$ cat src/rtl/v_pkg.sv
// Shared types and constants for the sequential vector load/store unit.
package v_pkg;

    localparam logic [1:0] EW_8  = 2'b00;
    localparam logic [1:0] EW_16 = 2'b01;
    localparam logic [1:0] EW_32 = 2'b10;

    // Element counts are held at this width regardless of the VLW parameter.
    localparam int VL_W = 8;

    typedef enum logic [1:0] {
        IDLE   = 2'd0,
        ISSUE  = 2'd1,
        WAIT_R = 2'd2,
        FIN    = 2'd3
    } lsu_state_t;

    typedef struct packed {
        logic            store;
        logic            strided;
        logic [1:0]      ew;
        logic [31:0]     base;
        logic [31:0]     stride;
        logic [VL_W-1:0] vl;
    } vlsu_op_t;

endpackage

$ cat src/rtl/vlsu_lane.sv
// Per-lane data steering: word address, byte enables, store alignment,
// load extraction and misalignment detection for one element.
module vlsu_lane
    import v_pkg::*;
(
    input  logic [31:0] addr,
    input  logic [1:0]  ew,
    input  logic        is_store,
    input  logic [31:0] wdata,
    input  logic [31:0] rdata,
    output logic [31:0] word_addr,
    output logic [3:0]  be,
    output logic [31:0] wdata_al,
    output logic [31:0] rdata_ex,
    output logic        misalign
);

    logic [1:0]  off;
    logic [31:0] shifted;

    assign off       = addr[1:0];
    assign word_addr = {addr[31:2], 2'b00};
    assign wdata_al  = wdata << {off, 3'b000};
    assign shifted   = rdata >> {off, 3'b000};

    always_comb begin
        be       = 4'hF;
        rdata_ex = shifted;
        misalign = 1'b0;
        case (ew)
            EW_8: begin
                if (is_store) be = 4'b0001 << off;
                rdata_ex = {24'b0, shifted[7:0]};
            end
            EW_16: begin
                if (is_store) be = 4'b0011 << off;
                rdata_ex = {16'b0, shifted[15:0]};
                misalign = off[0];
            end
            default: begin
                misalign = (off != 2'b00);
            end
        endcase
    end

endmodule

$ cat src/rtl/vlsu_seq.sv
// Sequential vector LSU: walks op_vl elements in beats of NLANES, one
// memory word port per lane, and writes packed load beats back to the VRF.
module vlsu_seq
    import v_pkg::*;
#(
    parameter int NLANES = 4,
    parameter int MAX_VL = 32,
    parameter int VLW    = 6,
    parameter int BW     = 3
) (
    input  logic                 clk,
    input  logic                 rst,
    input  logic                 op_valid,
    output logic                 op_ready,
    input  logic                 op_store,
    input  logic                 op_strided,
    input  logic [1:0]           op_ew,
    input  logic [31:0]          op_base,
    input  logic [31:0]          op_stride,
    input  logic [VLW-1:0]       op_vl,
    input  logic [NLANES*32-1:0] st_data,
    output logic [BW-1:0]        beat_idx,
    output logic [NLANES-1:0]    mem_req,
    output logic [NLANES*32-1:0] mem_addr,
    output logic                 mem_we,
    output logic [NLANES*4-1:0]  mem_be,
    output logic [NLANES*32-1:0] mem_wdata,
    input  logic                 mem_gnt,
    input  logic                 mem_rvalid,
    input  logic [NLANES*32-1:0] mem_rdata,
    output logic                 ld_valid,
    output logic [NLANES*32-1:0] ld_data,
    output logic [NLANES-1:0]    ld_mask,
    output logic                 done,
    output logic                 err,
    output lsu_state_t           dbg_state
);

    // Handshakes: an op transfers on a cycle with op_valid && op_ready; a
    // memory beat transfers on mem_gnt while requests are held stable, and
    // read data is taken on the first mem_rvalid seen in WAIT_R.

    lsu_state_t      state_q, state_d;
    vlsu_op_t        op_q, op_d;
    logic [BW-1:0]   beat_q, beat_d;
    logic [VL_W-1:0] elem_q, elem_d;
    logic [31:0]     bbase_q, bbase_d;
    logic            err_q, err_d;

    logic [31:0]       lane_addr  [NLANES];
    logic [31:0]       lane_waddr [NLANES];
    logic [3:0]        lane_be    [NLANES];
    logic [31:0]       lane_wd    [NLANES];
    logic [31:0]       lane_rd    [NLANES];
    logic [NLANES-1:0] lane_mis;
    logic [NLANES-1:0] active;
    logic              any_mis;
    logic              last_beat;
    logic              advance;

    for (genvar i = 0; i < NLANES; i++) begin : g_lane
        assign lane_addr[i] = bbase_q + op_q.stride * 32'(i);
        assign active[i]    = (elem_q + VL_W'(i)) < op_q.vl;

        vlsu_lane u_lane (
            .addr      (lane_addr[i]),
            .ew        (op_q.ew),
            .is_store  (op_q.store),
            .wdata     (st_data[32*i +: 32]),
            .rdata     (mem_rdata[32*i +: 32]),
            .word_addr (lane_waddr[i]),
            .be        (lane_be[i]),
            .wdata_al  (lane_wd[i]),
            .rdata_ex  (lane_rd[i]),
            .misalign  (lane_mis[i])
        );
    end

    assign any_mis   = |(lane_mis & active);
    assign last_beat = (elem_q + VL_W'(NLANES)) >= op_q.vl;
    assign beat_idx  = beat_q;
    assign dbg_state = state_q;

    always_comb begin
        state_d   = state_q;
        op_d      = op_q;
        beat_d    = beat_q;
        elem_d    = elem_q;
        bbase_d   = bbase_q;
        err_d     = err_q;
        advance   = 1'b0;
        op_ready  = 1'b0;
        mem_req   = '0;
        mem_addr  = '0;
        mem_we    = 1'b0;
        mem_be    = '0;
        mem_wdata = '0;
        ld_valid  = 1'b0;
        ld_data   = '0;
        ld_mask   = '0;
        done      = 1'b0;
        err       = 1'b0;

        case (state_q)
            IDLE: begin
                op_ready = 1'b1;
                if (op_valid) begin
                    op_d.store   = op_store;
                    op_d.strided = op_strided;
                    op_d.ew      = op_ew;
                    op_d.base    = op_base;
                    // Unit stride is the element size in bytes.
                    op_d.stride  = op_strided ? op_stride : (32'd1 << op_ew);
                    op_d.vl      = (op_vl > VLW'(MAX_VL)) ? VL_W'(MAX_VL) : VL_W'(op_vl);
                    beat_d       = '0;
                    elem_d       = '0;
                    bbase_d      = op_base;
                    err_d        = (op_ew == 2'b11);
                    state_d      = (op_ew == 2'b11 || op_vl == '0) ? FIN : ISSUE;
                end
            end
            ISSUE: begin
                if (any_mis) begin
                    err_d   = 1'b1;
                    state_d = FIN;
                end else begin
                    mem_req = active;
                    mem_we  = op_q.store;
                    for (int i = 0; i < NLANES; i++) begin
                        if (active[i]) begin
                            mem_addr[32*i +: 32] = lane_waddr[i];
                            mem_be[4*i +: 4]     = lane_be[i];
                            if (op_q.store) mem_wdata[32*i +: 32] = lane_wd[i];
                        end
                    end
                    if (mem_gnt) begin
                        if (op_q.store) begin
                            advance = 1'b1;
                            state_d = last_beat ? FIN : ISSUE;
                        end else begin
                            state_d = WAIT_R;
                        end
                    end
                end
            end
            WAIT_R: begin
                if (mem_rvalid) begin
                    ld_valid = 1'b1;
                    ld_mask  = active;
                    for (int i = 0; i < NLANES; i++) begin
                        if (active[i]) ld_data[32*i +: 32] = lane_rd[i];
                    end
                    advance = 1'b1;
                    state_d = last_beat ? FIN : ISSUE;
                end
            end
            default: begin
                done    = 1'b1;
                err     = err_q;
                err_d   = 1'b0;
                beat_d  = '0;
                elem_d  = '0;
                state_d = IDLE;
            end
        endcase

        if (advance) begin
            beat_d  = beat_q + 1'b1;
            elem_d  = elem_q + VL_W'(NLANES);
            bbase_d = bbase_q + op_q.stride * 32'(NLANES);
        end
    end

    always_ff @(posedge clk) begin
        if (rst) begin
            state_q <= IDLE;
            op_q    <= '0;
            beat_q  <= '0;
            elem_q  <= '0;
            bbase_q <= '0;
            err_q   <= 1'b0;
        end else begin
            state_q <= state_d;
            op_q    <= op_d;
            beat_q  <= beat_d;
            elem_q  <= elem_d;
            bbase_q <= bbase_d;
            err_q   <= err_d;
        end
    end

endmodule

$ cat config.mk
export PLATFORM = sky130hd
export DESIGN_NAME = vlsu_seq
export DESIGN_NICKNAME = d
export VERILOG_FILES = /design/src/rtl/v_pkg.sv /design/src/rtl/vlsu_lane.sv /design/src/rtl/vlsu_seq.sv
export SDC_FILE = /design/constraint.sdc
export NUM_CORES = 1
export LEC_CHECK = 0
export ABC_AREA = 1
export CORE_AREA = 10 10 286 288
export DETAILED_ROUTE_END_ITERATION = 6
export DIE_AREA = 0 0 296 298
export PLACE_DENSITY_LB_ADDON = 0.1
export SLEW_MARGIN = 20
export SYNTH_ARGS = -nofsm -noshare
export SYNTH_HDL_FRONTEND = slang
export SYNTH_HIERARCHICAL = 1
export SYNTH_SLANG_ARGS = --single-unit
$ cat constraint.sdc
create_clock -name clk -period 6.45 [get_ports clk]
set_input_delay 1.29 -clock clk [delete_from_list [all_inputs] [get_ports clk]]
set_output_delay 1.29 -clock clk [all_outputs]
set_load 0.01 [all_outputs]
# --- After elaboration in Yosys (flattened, before gate mapping) ---
# Index checks and enable logic that the tools add are counted.
op_classes:
  addsub: 9
  n_mul: 1
  order_cmp: 6
  n_eq_ne: 10
  n_shift: 17
  muxes: 85
  n_bitwise: 2
  reduce_logical: 18
ops:
  columns: ["operator", "count"]
  rows:
  - ["$mux 128", 6]
  - ["$mux 32", 20]
  - ["$pmux 32 s2", 4]
  - ["$add 32x32->32", 4]
  - ["$shl 32x5->32", 4]
  - ["$shr 32x5->32", 4]
  - ["$mux 4", 16]
  - ["$lt 8x8->1", 4]
  - ["$mul 32x2->32 const B", 1]
  - ["$mux 16", 2]
  - ["$pmux 4 s2", 4]
  - ["$shl 1x2->32 const A", 1]
  - ["$add 8x2->8 const B", 2]
  - ["$mux 8", 2]
  - ["$pmux 8 s2", 1]
  - ["$shl 1x2->4 const A", 4]
  - ["$shl 2x2->4 const A", 4]
  - ["$mux 2", 7]
  - ["$mux 1", 12]
  - ["$reduce_bool 2->1", 6]
  - ["$pmux 1 s2", 5]
  - ["$add 8x1->8 const B", 1]
  - ["$add 8x3->8 const B", 1]
  - ["$ge 8x8->1", 1]
  - ["other kinds (22)", 32]
totals:
  regBits: 89
  input_bits: 335
  output_inout_bits: 418
  elab_cells: 157

# --- Depth between registers and ports, before layout ---
# Gate-level depths: netlist of run 1.
depth:
  ltp_word: 10
  depth_mapped: 20
  mapped_depth_nobuf: 17

# --- Modules after synthesis ---
# The synthesis of run 1 kept the hierarchy.
by_module_without_submodules:
  columns: ["mod", "instances", "cells_each", "area_per_inst_um2", "seq_area_each_um2"]
  rows:
  - ["vlsu_seq", 1, 2746, 15269.6, 1701.6]
  - ["vlsu_lane", 4, 417, 1880.6, 0.0]

# --- Worst setup path before layout of run 1 ---
# OpenSTA, ideal clock, no wires.
synth_timing:
  path_kind: "flip-flop to output port"
  startpoint: "register bbase_q[0]"
  endpoint: "output mem_wdata[100]"
  t_arrival_ns: 3.144
  t_required_ns: 5.160
  setup_slack_ns: 2.016
  stages_incl_launch_ff: 19
  n_path_buf: 4
  cell_sequence: "dfxtp_1 > ha_1 > inv_1 > fa_1 > inv_1 > buf_4 > inv_2 > buf_2 > ha_1 > o21ai_0 > nand3_1 > nand2_1 > nor2_4 > nand2_1 > nor2_1 > inv_1 > buf_2 > buf_6 > nor2_1"
synth_rtl:
  columns: ["item", "line_no", "text"]
  rows:
  - ["from (decl)", "vlsu_seq.sv:47", "logic [31:0] bbase_q, bbase_d;"]
  - ["from (signal assigned)", "vlsu_seq.sv:187", "bbase_q <= bbase_d;"]
  - ["to (decl)", "vlsu_seq.sv:27", "output logic [NLANES*32-1:0] mem_wdata,"]

==> results of run 1 <==
## cell type report
type,count,area (um^2)
Antenna cell,27,67.6
Clock buffer,11,233
Clock inverter,5,83.8
Fill cell,8673,45600
Inverter,807,3030
Multi-Input combinational cell,3206,16000
Sequential cell,85,1710
Tap cell,978,1220
Timing Repair Buffer,788,7780
## metrics by stage
stage	setup WS (ps)	instance area, um^2
floorplan	2020	22800
global placement	1170	29800
finish	930	30100
detailed placement	1170	29800
global route	520	30100
CTS	787	30100
## registers in the layout (all words and copies together), names as in the netlist
register	cells
elem_q	6
beat_idx	3
dbg_state	2
op_q	41
bbase_q	32
err_q	1
## cells by family (layout without fill, tap and decap cells)
family,count (synthesis),after routing
flip-flops,85,85
XOR/XNOR,108,108
other,4,35
adder cells (fa/ha/maj),190,190
AND/OR/NAND/NOR,2562,2562
AO/OA/AOI/OAI,338,338
buffers and inverters,1127,1611
## cells in the mapped netlist (all sizes together)
cell type,instances
nand2,1307
inv,806
nor2,717
nand3,407
buf,254
a21oi,185
ha,156
dfxtp,85
o21ai,82
xor2,81
clkbuf,66
nor3,55
nor3b,36
fa,34
nand4,27
xnor2,27
a21o,20
a31oi,14
o21bai,11
a21boi,6
nand3b,6
conb,4
o2111ai,4
or2,4
a211oi,3
nor4,3
o211ai,3
o221ai,3
o31ai,3
a221oi,2
a2111oi,1
clkinv,1
o221a,1
## placed cells by master (no fill, tap or decap), types with 4 or more instances in the layout
master and instances:
nand2_1 1298, inv_1 789, clkdlybuf4s50_1 743, nor2_1 716, nand3_1 406, a21oi_1 184
ha_1 153, dfxtp_1 83, xor2_1 81, o21ai_0 76, nor3_1 47, buf_4 43
nor3b_1 36, fa_1 34, diode_2 27, xnor2_1 27, nand4_1 27, a21o_1 20
a31oi_1 14, inv_2 14, o21bai_1 11, nand2_2 9, clkbuf_16 9, nor3_2 8
conb_1 8, o21ai_1 6, a21boi_0 6, nand3b_1 6, o2111ai_1 4, or2_2 4
## worst max-delay path, delay by kind of cell, from the launching register on
family	cells	cell delay [ps]
AO/OA/AOI/OAI	1	90
adder cells (fa/ha/maj)	3	870
buffers and inverters	5	1140
flip-flops	1	700
AND/OR/NAND/NOR	6	1000
## power by group through the flow
stage	Combinational (mW)	Clock, mW	Sequential [mW]
6_report	5.98	0.595	0.870
5_1_grt	6.68	0.626	0.887
4_1_cts	6.01	0.614	0.877
3_5_place_dp	5.98	0	0.888
3_3_place_gp	6.02	0	0.888
2_1_floorplan	4.44	0	0.772
## layer usage
layer	vias up	GRT usage, %	routed length [um]
met5	-	0	97
met4	16	10.2	5100
met3	178	5.99	8880
met2	884	47.3	60300
met1	13000	30.1	49100
li1	14300	-	-
## worst paths after layout
check / from / end / cells after the start
worst max-delay path: bbase_q[0] / mem_addr[122] / 15
worst min-delay path: op_q[2] / op_q[2] / 2
worst max register to register: bbase_q[0] / bbase_q[24] / 18
worst min register to register: op_q[2] / op_q[2] / 2
==> run_results.csv, run 1 <==
group,metric,value,unit
clocking,clk_latency,370,ps
worst_setup_path,required,5160,ps
drt,first_iter_violations,2102,
worst_setup_path,critPathLaunchType,"flip-flop",
placed_design,dp_cells,5864,
clocking,clkSinkCount,85,
timing,max-slew-margin-rel,26.9,%
timing,fin_crit_sh,85.6,%
drt,postRouteAntennaNets,0,
timing,drv_slew,0,
floorplan,die-height,298,um
drt,vias,28300,
global_routing,track_usage,26.5,%
logic_synthesis,synthCells,4414,
power_and_ir_drop,p_total,7.45,mW
logic_synthesis,synthMuxAreaShare,0,%
finish,layout-drive-gt1-share,2.12,%
clocking,cts_root_buffer,"clkbuf_16",
logic_synthesis,netlist_top_cells_area,"nand2_1 (21%), inv_1 (13%), nor2_1 (12%), nand3_1 (8.9%), ha_1 (8.6%)",
clocking,holdBufCountCts,0,
logic_synthesis,synth_top_family_by_area,"simple AND/OR/NAND/NOR gates",
worst_setup_path,slowest_stage,"dfxtp_4",
drt,wl_per_cell,20.9,um
drt,post-route-drc-count,0,
power_and_ir_drop,p_per_area,247,mW/mm^2
drt,dr.pass1.iters,5,
clocking,htree_levels,3,
clocking,cts_resized,0,
floorplan,dieWidth,296,um
timing,worst_pin_slew,1100,ps
power_and_ir_drop,switching_share,60.5,%
logic_synthesis,yosysSeqAreaShare,7.47,%
outcome,status,"complete, no violations",
finish,final_core_util,39.8,%
placed_design,gp_congestion,0.969,
power_and_ir_drop,clockPowerShare,8.0,%
timing,rsz0062_at_grt,"false",
clocking,cts_made_buffers,9,
flow_run,maxCapViolCount,0,
min_path,holdCritPathClass,"flip-flop to flip-flop",
floorplan,rows,101,
logic_synthesis,yosysTopAreaCellShare,21.4,%
power_and_ir_drop,peakVddDrop,0.336,mV
finish,fin_cells,5907,
floorplan,start_util,30.1,%
logic_synthesis,synth_cell_types,43,
logic_synthesis,synth_fa_ha_area_share,11.6,%
power_and_ir_drop,p_sw,4.51,mW
clocking,cts_tree,"yes",
global_routing,grt_max_degree,79,
logic_synthesis,synth_compound_area_share,8.21,%
global_routing,overflow,0,
worst_setup_path,critPathKind,"flip-flop to output port",
power_and_ir_drop,power.leakage,15.3,nW
timing,period_minus_slack,5520,ps
floorplan,pin_count,753,
timing,fin_worst_skew,9.05,ps
global_routing,first_global_vias,26700,
finish,nNetsFinal,5422,
global_routing,antenna_found_initial,39,
worst_setup_path,r2r_setup_slack,1880,ps
clocking,clockBufferDepth,2,
placed_design,port_buffers,744,
worst_setup_path,worst_ep_arrival_time,4230,ps
clocking,path_clk_slew,70,ps
logic_synthesis,synth_seq_cells,85,
worst_setup_path,worstPathCellList,"ha_4 -> inv_1 -> fa_1 -> clkinv_1 -> inv_2 -> ha_1 -> o21ai_0 -> nand3_1 -> nand2_1 -> nor2_4 -> nand2_2 -> nor2_1 -> inv_2 -> nor2_1 -> clkdlybuf4s50_1",
logic_synthesis,synth_top_area_cell,"nand2_1",
timing,tns,0,ps
logic_synthesis,synth_xor_xnor_area_share,4.15,%
worst_setup_path,cp-end-kind,"output port",
logic_synthesis,synth_warnings,6,
drt,viasPerCell,4.80,
logic_synthesis,synth_area,0.0228,mm^2
timing,hold_violations,0,
power_and_ir_drop,pwr-share-seq,11.7,%
power_and_ir_drop,p_int,2.94,mW
finish,syn_to_final_growth,32.2,%
logic_synthesis,avgSynthCellArea,5.16,um^2
timing,setup_violations,0,
floorplan,core,0.0757,mm^2
worst_setup_path,critPathMaxFanout,48,
clocking,post_cts_buffers,0,
power_and_ir_drop,p_comb_share,80.3,%
timing,holdWs,470,ps
placed_design,dp_hpwl,103000,um
worst_setup_path,cpPeakStageDelay,700,ps
drt,wl,124000,um
timing,max_freq,0.181,GHz
global_routing,grt_first_pass_wirelength,179000,um
floorplan,die_area,0.0882,mm^2
logic_synthesis,synthSimpleGateAreaFrac,46.1,%
(Power assumes the default switching activity.)
==> run 2: changes to the inputs <==
Settings changed: CORE_AREA 10 10 286 288 to default, CORE_ASPECT_RATIO from default to 0.5, CORE_MARGIN from default to 10, CORE_UTILIZATION from default to 32, DIE_AREA 0 0 296 298 to default.
==> run 2 against run 1 <==
  * Combinational power hardly changed
  * Die area is 6.0% lower
  * Sequential power is 0.5% lower
  * Routed wire length is 2.7% lower
  * Critical path depth is 4 lower
  * Sequential share of layout area hardly changed
  * Via count is 0.41% higher
  * Global-route usage is 0.72 points higher
  * Clock power is 7.7% lower
  * Critical path type unchanged
==> run_results.csv, run 2 (synthesis results as in run 1) <==
group,metric,value,unit
finish,largest_reg_flops,41,
worst_setup_path,slowest_stage,"o21ai_0",
timing,rsz0062_at_grt,"false",
timing,fin_crit_sh,86.3,%
drt,postRouteAntennaNets,0,
drt,first_iter_violations,2172,
finish,layout_commonest_cell,"nand2_1",
worst_setup_path,required,5160,ps
drt,wl_per_cell,20.4,um
placed_design,dp_hpwl,99000,um
drt,wl_met2,58800,um
power_and_ir_drop,power.leakage,15.3,nW
clocking,clk_latency,390,ps
drt,drt-met1-wl,52200,um
finish,layout-drive-gt1-share,2.20,%
worst_setup_path,worst_ep_arrival_time,4270,ps
global_routing,track_usage,27.2,%
clocking,cts_made_buffers,9,
worst_setup_path,cpPeakStageDelay,760,ps
floorplan,start_util,32.2,%
worst_setup_path,crit_buf_inv,3,
worst_setup_path,critPathKind,"flip-flop to output port",
min_path,holdCritPathClass,"flip-flop to flip-flop",
worst_setup_path,reg2reg_depth,17,
global_routing,grt_first_pass_wirelength,176000,um
min_path,min_from,"op_q[3]",
power_and_ir_drop,peakVddDrop,0.186,mV
global_routing,antenna_found_initial,26,
clocking,clkSinkCount,85,
drt,vias,28400,
clocking,holdBufCountCts,0,
clocking,htree_levels,3,
placed_design,dp_slack,1290,ps
clocking,clockBufferDepth,2,
worst_setup_path,r2r-start,"op_q[9]",
placed_design,port_buffers,744,
placed_design,placed_area,0.0297,mm^2
worst_setup_path,cp.depth,11,
placed_design,gp_congestion,0.991,
clocking,cts_resized,0,
outcome,status,"complete, no violations",
global_routing,first_global_vias,26800,
clocking,cts_root_buffer,"clkbuf_16",
floorplan,dieWidth,397,um
drt,wl_met3,6060,um
clocking,cts_tree,"yes",
flow_run,maxCapViolCount,0,
clocking,post_cts_buffers,0,
timing,fin_worst_skew,21.3,ps
floorplan,die-height,209,um
timing,max_freq,0.180,GHz
global_routing,overflow,0,
worst_setup_path,critPathTopFamily,"compound AO/OA/AOI/OAI gates",
worst_setup_path,timing.rr.end,"bbase_q[21]",
timing,drv_slew,0,
finish,largest_register,"op_q",
global_routing,grt_max_degree,107,
floorplan,pin_count,753,
worst_setup_path,r2r_setup_slack,2190,ps
floorplan,die_area,0.0829,mm^2
finish,reg_top3,"op_q (41), bbase_q (32), elem_q (6)",
finish,final_cell_mix,"nand2_1 (1298), inv_1 (789), clkdlybuf4s50_1 (743)",
timing,finalWorstSetupSlack,885,ps
worst_setup_path,critPathMaxFanout,6,
drt,highest_layer,"met5",
min_path,whs_endpoint,"op_q[3]",
finish,nNetsFinal,5424,
floorplan,core,0.0708,mm^2
timing,max-slew-margin-rel,25.4,%
finish,syn_to_final_growth,32.1,%
clocking,path_clk_slew,80,ps
power_and_ir_drop,p_per_area,246,mW/mm^2
worst_setup_path,critPathLaunchType,"flip-flop",
drt,dr.pass1.iters,6,
worst_setup_path,cp-end-kind,"output port",
timing,period_minus_slack,5560,ps
timing,setup_violations,0,
timing,tns,0,ps
drt,viasPerCell,4.83,
worst_setup_path,worstPathCellList,"inv_1 -> fa_1 -> o21ai_0 -> a21oi_1 -> o21ai_0 -> nand2_1 -> a31oi_1 -> xor2_1 -> inv_1 -> nor2_1 -> clkdlybuf4s50_1",
timing,worst_pin_slew,1120,ps
min_path,hold_depth,2,
drt,wl,120000,um
drt,post-route-drc-count,0,
floorplan,rows,69,
finish,design_area,0.0301,mm^2
timing,hold_violations,0,
==> run 2: power by group <==
part | switching [mW] | total [mW] | internal, mW
sequential | 0.248 | 0.866 | 0.618
clock | 0.282 | 0.549 | 0.267
combinational | 3.98 | 5.99 | 2.01
==> run 2: area by class of cell <==
class / instances / area (um^2)
inverters: 807 / 3030
well taps: 958 / 1200
multi-input cells: 3206 / 16000
flip-flops and latches: 85 / 1710
clock inverters: 7 / 57.6
fillers: 8039 / 40700
diodes: 22 / 55.1
clock buffers: 9 / 225
repair buffers: 790 / 7820
==> run 2: how the worst max path moves through the flow <==
stage                from        endpoint  slack [ps]
6_report          op_q[9]    mem_addr[85]         890
5_1_grt           op_q[9]    mem_addr[85]         580
4_1_cts           op_q[9]   mem_wdata[39]         860
3_5_place_dp      op_q[9]   mem_wdata[39]        1290
3_3_place_gp      op_q[9]    mem_addr[85]        1280
2_1_floorplan  bbase_q[0]  mem_wdata[100]        2020
==> run 2: per-stage QoR <==
stage	util (%)	instances	power, mW	hold WS (ps)
after global routing	42.5	5879	8.12	499
after detailed placement	42.0	5845	6.80	459
after floorplan	-	4418	5.22	445
final	42.5	5884	7.40	468
after global placement	42.0	5845	6.81	456
after CTS	42.4	5861	7.38	471
==> run 2: per-layer routing <==
layer  track usage, %  vias up
li1                 -    14300
met1             34.2    13200
met2             48.6      790
met3             3.52      123
met4             6.79        6
met5                0        -
==> run 2: tightest hold or removal path: cells and delay by family, from the launching register on <==
kind            cells  cell delay (ps)
simple gates        1               60
flops               1              310
compound gates      1               60
